===== src/rtl/adsr_envelope_gen.sv =====
// ADSR envelope generator for one synth voice: programmable per-phase ramp rates,
// prescaled step timing, retrigger, early release and a one-cycle done pulse.
module adsr_envelope_gen #(
  parameter int W     = 8,
  parameter int DIV_W = 16
) (
  input  logic             clk,
  input  logic             rst_b,
  input  logic             note_on,
  input  logic             note_off,
  input  logic [W-1:0]     start_lvl,
  input  logic [W-1:0]     peak_lvl,
  input  logic [W-1:0]     sustain_lvl,
  input  logic [W-1:0]     end_lvl,
  input  logic [W-1:0]     atk_step,
  input  logic [W-1:0]     dec_step,
  input  logic [W-1:0]     rel_step,
  input  logic [DIV_W-1:0] tick_div,
  output logic [W-1:0]     level,
  output logic [2:0]       phase,
  output logic             busy,
  output logic             done
);

  // state   | meaning
  // IDLE    | level follows start_lvl, waiting for note_on
  // ATTACK  | ramp up toward peak_lvl
  // DECAY   | ramp down toward sustain_lvl
  // SUSTAIN | level follows sustain_lvl until note_off
  // RELEASE | ramp down toward end_lvl, then done pulse
  typedef enum logic [2:0] {
    S_IDLE    = 3'd0,
    S_ATTACK  = 3'd1,
    S_DECAY   = 3'd2,
    S_SUSTAIN = 3'd3,
    S_RELEASE = 3'd4
  } state_t;

  state_t           state;
  logic [DIV_W-1:0] cnt;
  logic             tick;
  logic [W:0]       atk_sum;
  logic [W:0]       dec_lim;
  logic [W:0]       rel_lim;

  // One extra bit on every sum so large steps saturate at the target instead of wrapping.
  assign tick    = (cnt == tick_div);
  assign atk_sum = {1'b0, level} + {1'b0, atk_step};
  assign dec_lim = {1'b0, sustain_lvl} + {1'b0, dec_step};
  assign rel_lim = {1'b0, end_lvl} + {1'b0, rel_step};

  assign phase = state;
  assign busy  = (state != S_IDLE);

  always_ff @(posedge clk or negedge rst_b) begin
    if (!rst_b) begin
      state <= S_IDLE;
      level <= '0;
      cnt   <= '0;
      done  <= 1'b0;
    end else begin
      done <= 1'b0;
      if (note_on) begin
        // Retrigger keeps the current level so the new attack ramps from it.
        state <= S_ATTACK;
        cnt   <= '0;
      end else begin
        case (state)
          S_IDLE: begin
            level <= start_lvl;
          end
          S_ATTACK: begin
            if (note_off) begin
              state <= S_RELEASE;
              cnt   <= '0;
            end else if (tick) begin
              cnt <= '0;
              if (atk_step == '0 || atk_sum >= {1'b0, peak_lvl}) begin
                level <= peak_lvl;
                state <= S_DECAY;
              end else begin
                level <= atk_sum[W-1:0];
              end
            end else begin
              cnt <= cnt + 1'b1;
            end
          end
          S_DECAY: begin
            if (note_off) begin
              state <= S_RELEASE;
              cnt   <= '0;
            end else if (tick) begin
              cnt <= '0;
              if (dec_step == '0 || {1'b0, level} <= dec_lim) begin
                level <= sustain_lvl;
                state <= S_SUSTAIN;
              end else begin
                level <= level - dec_step;
              end
            end else begin
              cnt <= cnt + 1'b1;
            end
          end
          S_SUSTAIN: begin
            level <= sustain_lvl;
            if (note_off) begin
              state <= S_RELEASE;
              cnt   <= '0;
            end
          end
          S_RELEASE: begin
            if (tick) begin
              cnt <= '0;
              if (rel_step == '0 || {1'b0, level} <= rel_lim) begin
                level <= end_lvl;
                state <= S_IDLE;
                done  <= 1'b1;
              end else begin
                level <= level - rel_step;
              end
            end else begin
              cnt <= cnt + 1'b1;
            end
          end
          default: begin
            state <= S_IDLE;
            cnt   <= '0;
          end
        endcase
      end
    end
  end

endmodule

===== config.mk =====
export PLATFORM = sky130hd
export DESIGN_NAME = adsr_envelope_gen
export DESIGN_NICKNAME = d
export VERILOG_FILES = /design/src/rtl/adsr_envelope_gen.sv
export SDC_FILE = /design/constraint.sdc
export NUM_CORES = 1
export LEC_CHECK = 0
export BUFFER_PORTS_ARGS = -buffer_cell sky130_fd_sc_hd__buf_2
export CAP_MARGIN = 15
export CORE_AREA = 2 2 91 93
export CTS_CLUSTER_DIAMETER = 120
export DETAILED_ROUTE_END_ITERATION = 10
export DIE_AREA = 0 0 93 95
export HOLD_SLACK_MARGIN = 0.03
export PLACE_DENSITY_LB_ADDON = 0.2
export SKIP_LAST_GASP = 1
export SLEW_MARGIN = 20
export SYNTH_ARGS = -nofsm -noshare
export SYNTH_HDL_FRONTEND = slang
export SYNTH_SLANG_ARGS = --single-unit

===== constraint.sdc =====
create_clock -name clk -period 12 [get_ports clk]
set_clock_uncertainty 0.05 [all_clocks]
set_input_delay 1.2 -clock clk [delete_from_list [all_inputs] [get_ports clk]]
set_output_delay 1.2 -clock clk [all_outputs]
set_load 0.01 [all_outputs]

Yosys cells after proc, flatten, opt, wreduce, memory -nomap -nowiden
Cells that the tools add are included.
Widths: inputs -> output; s select.
{"block": "op_classes", "add_sub_neg": 6, "order_cmp": 3, "eq_ne": 18, "muxes": 29, "bitwise_logic": 1, "n_reduce_logical": 13}
{"operator": "$mux 16", "count": 4}
{"operator": "$mux 8", "count": 8}
{"operator": "$pmux 16 s4", "count": 1}
{"operator": "$pmux 8 s5", "count": 1}
{"operator": "$mux 3", "count": 10}
{"operator": "$add 8x8->9", "count": 3}
{"operator": "$logic_not 8->1", "count": 3}
{"operator": "$le 8x9->1", "count": 2}
{"operator": "$add 16x1->16 const B", "count": 1}
{"operator": "$eq 16x16->1", "count": 1}
{"operator": "$ne 4x4->1 const B", "count": 4}
{"operator": "$sub 8x8->8", "count": 2}
{"operator": "$pmux 3 s5", "count": 1}
{"operator": "$ne 2x2->1 const B", "count": 6}
{"operator": "$ge 9x8->1", "count": 1}
{"operator": "$ne 3x3->1 const B", "count": 3}
{"operator": "$reduce_and 8->1", "count": 1}
{"operator": "$reduce_and 7->1", "count": 1}
{"operator": "$eq 3x2->1 const B", "count": 2}
{"operator": "$reduce_bool 5->1", "count": 1}
{"operator": "$mux 1", "count": 4}
{"operator": "$eq 3x1->1 const B", "count": 1}
{"operator": "$eq 3x3->1 const B", "count": 1}
{"operator": "$logic_not 3->1", "count": 1}
{"operator": "5 further kinds", "count": 7}
{"block": "word_totals", "ff_bits": 28, "input_bits": 76, "output_inout_bits": 13, "elab_cells": 74}

Depth between registers and ports, before layout
{"block": "logic_depth", "depth_word": 8, "ltp_mapped": 16, "mapped_depth_nobuf": 15}

Worst setup path before layout
No wires, ideal clock.
{"block": "synth_timing", "path_kind": "input to register", "startpoint": "in atk_step[0]", "endpoint": "reg state[0], in the netlist phase[0]", "setup_ns": 0.120, "t_arrival_ns": 4.420, "required_ns": 11.830, "slack_ns": 7.410, "stages": 14, "path_buffers": 0, "cell_sequence": "ha_1 fa_1 a211oi_2 o21bai_1 a21o_1 xor2_1 ha_1 a211o_1 o221ai_1 a21oi_1 a311oi_4 a211oi_2 mux2_1 a31o_1"}
{"block": "synth_between", "elab_chain_len": 5, "word_cells_on_any_way": 6, "classes_between": "add/sub (1); order compare (1); eq/ne (1); reduce/logical (3)"}
{"element": "start: declaration", "line": "15", "text": "input logic [W-1:0] atk_step,"}
{"element": "$add 8x8->9", "line": "48", "text": "assign atk_sum = {1'b0, level} + {1'b0, atk_step};"}
{"element": "$ge 9x8->1", "line": "78", "text": "if (atk_step == '0 || atk_sum >= {1'b0, peak_lvl}) begin"}
{"element": "$logic_or 1x1->1 (*)", "line": "78"}
{"element": "$ne 4x4->1 (no source line) (*)"}
{"element": "$reduce_and 8->1 (no source line) (*)"}
{"element": "end signal: assignment", "line": "74", "text": "state <= S_RELEASE;"}
{"element": "end signal: assignment", "line": "80", "text": "state <= S_DECAY;"}
{"element": "end signal: assignment", "line": "90", "text": "state <= S_RELEASE;"}
{"element": "end: declaration", "line": "39", "text": "state_t state;"}
Every way passes the cells marked *; elsewhere a longest branch is shown, timed or not.
A chain may end at the register's enable or synchronous reset.

Worst setup path after layout
{"block": "layout_timing", "startpoint": "in rel_step[0]", "endpoint": "reg level[5]"}
{"block": "layout_between", "elab_chain_len": 6, "word_cells_on_any_way": 8, "classes_between": "add/sub (2); order compare (1); mux (3); reduce/logical (2)"}
{"element": "start: declaration", "line": "17", "text": "input logic [W-1:0] rel_step,"}
{"element": "$add 8x8->9", "line": "50", "text": "assign rel_lim = {1'b0, end_lvl} + {1'b0, rel_step};"}
{"element": "$le 8x9->1", "line": "114", "text": "if (rel_step == '0 || {1'b0, level} <= rel_lim) begin"}
{"element": "$logic_or 1x1->1", "line": "114"}
{"element": "$mux 8 (*)", "line": "114"}
{"element": "$mux 8 (*)", "line": "112", "text": "if (tick) begin"}
{"element": "$pmux 8 s5 (*)", "line": "68", "text": "case (state)"}
{"element": "end signal: assignment", "line": "70", "text": "level <= start_lvl;"}
{"element": "end signal: assignment", "line": "115", "text": "level <= end_lvl;"}
{"element": "end signal: assignment", "line": "119", "text": "level <= level - rel_step;"}
{"element": "end: declaration", "line": "19", "text": "output logic [W-1:0] level,"}
Every way passes the cells marked *; elsewhere a longest branch is shown, timed or not. The select of a mux whose other input is x is not followed.

==> results.toml <==
[cts]
cts_hold_buf = 0
cts.sinks = 28
numCtsBuffers = 3
cts.repair.resized = 0
clock_latency_ns = 0.29
cts_root_buffer = "clkbuf_8"
clkTransAtPathRegs_ns = 0.10
cts_buffer_depth = 2
post_cts_buffers = 0
cts_tree = "done"
htree_levels = 1

[synth]
synth_edf_count = 0
yosys.area.top_type = "ha_1"
yosysTopAreaCellShare = 0.1864
synth-seq-cells = 28
postSynthAreaPerCell_um2 = 8.180
yosysUniqueCellTypes = 58
netlist_top_cells_area = "ha_1, dfrtp_1, xnor2_1"
synth_cells = 517
ys_seq_area_frac = 0.1657
synth_top_flop_cell = "dfrtp_1"
syn-num-nets = 661
syn_area_um2 = 4229
synthArstFlopShare = 1.000
synth_warnings = 0

[power_and_ir_drop]
totalPowerFinal_uw = 701.6
power_frac_seq = 0.206
comb_power_share = 0.715
pwr-share-clk = 0.078
power_density_nw_per_um2 = 146.4
ir_drop_uv = 53.20
p_sw_frac = 0.4899
p_leak_uw = 0.002242
switchingPower_uw = 343.7
power.internal_uw = 357.9

[routing]
drc_errors = 0
wl_met1_um = 5231
detail_route.iter0.violations = 320
vias_per_cell = 6.189
ant_nets = 0
wl_um = 12530
via_count = 4332
top_layer_used = "met4"
first_pass_iters = 6
wl_met2_um = 5956
wl_met3_um = 745
wl_per_cell_um = 17.90

[grt]
grt_overflow = 0
grt_use_total = 0.2846
grt_max_degree = 29
grt_first_pass_wirelength_um = 20000
antenna_found_initial = 0
grt_pass1_vias = 4268

[die]
initial_core_util = 0.5335
core_area_um2 = 7928
core.rowCount = 33
ios = 89
die_y_um = 95
die_w_um = 93
dieArea_um2 = 8835

[timing]
layout_min_cycle_time_ns = 4.742
tightestPinTransition_ns = 1.026
fin_tns_setup_ns = 0
final-setup-viol-count = 0
slew_violations = 0
relSlewSlack = 0.3130
rsz0062_at_grt = "false"
fmax_ghz = 0.2109
hold_viol = 0
fin_crit_sh = 0.3951

[placement]
io_buffers = 88
gp_congestion = 0.9196
placed_area_um2 = 4750
dp_hpwl_um = 9962

[setup_path]
crit_chain = "buf_2 > ha_1 > fa_1 > a211oi_1 > o21bai_1 > a21oi_1 > xor2_1 > ha_1 > a21oi_1 > o21ai_0 > a221o_1 > o211ai_1 > mux2i_1 > o22ai_1 > o32a_1"
cp_slowest_cell = "o211ai_1"
cp.arrival_ns = 4.87
required_ns = 12.13
critical_path_class = "in2reg"
slowest_delay_ns = 0.47
critPathMaxFanout = 10
crit_path_start_kind = "primary input"
end_kind = "flop"

[finish]
final_cell_mix = "buf_2, ha_1, o21ai_0, nor2_1, inv_1"
final_common_cell = "buf_2"
synthToLayoutAreaGrowth_pct = 13.28
drive_gt1_frac = 0.1849
final_nets = 741
diodes = 0
fin_area_um2 = 4791

[outcome]
status = "complete, no violations"

[run]
drv_cap = 0

[min_path]
hold_path.class = "reg2reg"
-- final timing paths --
kind / to / from / slack (ns) / cells after the start
worst max-delay path: level[5] / rel_step[0] / 7.26 / 15
worst min-delay path: cnt[11] / cnt[11] / 0.50 / 1
worst max register to register: phase[0] / level[1] / 7.70 / 14
worst min register to register: cnt[11] / cnt[11] / 0.50 / 1
max in group asynchronous: level[1] / rst_b / 10.58 / 1
min in group asynchronous: done / rst_b / 0.89 / 1
-- worst max-delay path: cells and delay by family --
family / cells / cell delay, ns
adder cells (fa/ha/maj): 3 / 0.91
buffers and inverters: 1 / 0.12
AO/OA/AOI/OAI: 9 / 2.12
multiplexers: 1 / 0.33
XOR/XNOR: 1 / 0.19
-- cells in the mapped netlist, types with 10 or more instances --
master,n
o21ai_0,40
mux2i_1,12
nor2_1,39
nand3_1,12
a21oi_1,30
inv_1,35
xor2_1,16
dfrtp_1,28
nand2_1,28
xnor2_1,34
ha_1,63
nor3_1,10
-- metrics by stage --
| step | util | instances | hold slack [ns] | worst slack [ns] |
|---|---|---|---|---|
| floorplan | - | 517 | 0.4293 | 7.410 |
| global placement | 0.5991 | 697 | 0.4734 | 7.105 |
| detailed placement | 0.5991 | 697 | 0.4830 | 6.977 |
| CTS | 0.6043 | 700 | 0.5006 | 7.286 |
| global route | 0.6043 | 700 | 0.5333 | 6.987 |
| finish | 0.6043 | 700 | 0.5017 | 7.258 |
-- kinds of logic after synthesis --
family          after synthesis  share of synthesized area
mux                          19                    0.04704
compound gates              161                     0.2615
flops                        28                     0.1657
buf+inv                      49                    0.04497
xor+xnor                     50                     0.1036
simple gates                142                     0.1672
fa+ha+maj                    68                     0.2101
-- flip-flops by register name, indices dropped and copies added (netlist names) --
signal and count:
cnt 16, done 1, level 8, phase 3
-- layer usage --
layer  GRT usage  vias up
met3     0.03192       44
met5           0        -
met2      0.4970      181
li1            -     2078
met4      0.1348        0
met1      0.3513     2029
-- power by group through the flow --
stage                     registers (µW)  logic, µW  clock network, µW
after floorplan                      130        372                  0
after global placement               144        480                  0
after detailed placement             145        493                  0
after CTS                            143        497               56.4
after global routing                 146        552               58.8
final                                145        502               54.9
-- area by class of cell --
class,instances,area (µm²)
Timing Repair Buffer,89,447.9
Inverter,35,131.4
Tap cell,105,131.4
Clock buffer,3,41.29
Fill cell,747,3137
Sequential cell,28,700.7
Multi-Input combinational cell,440,3338
(Power assumes the default switching activity.)
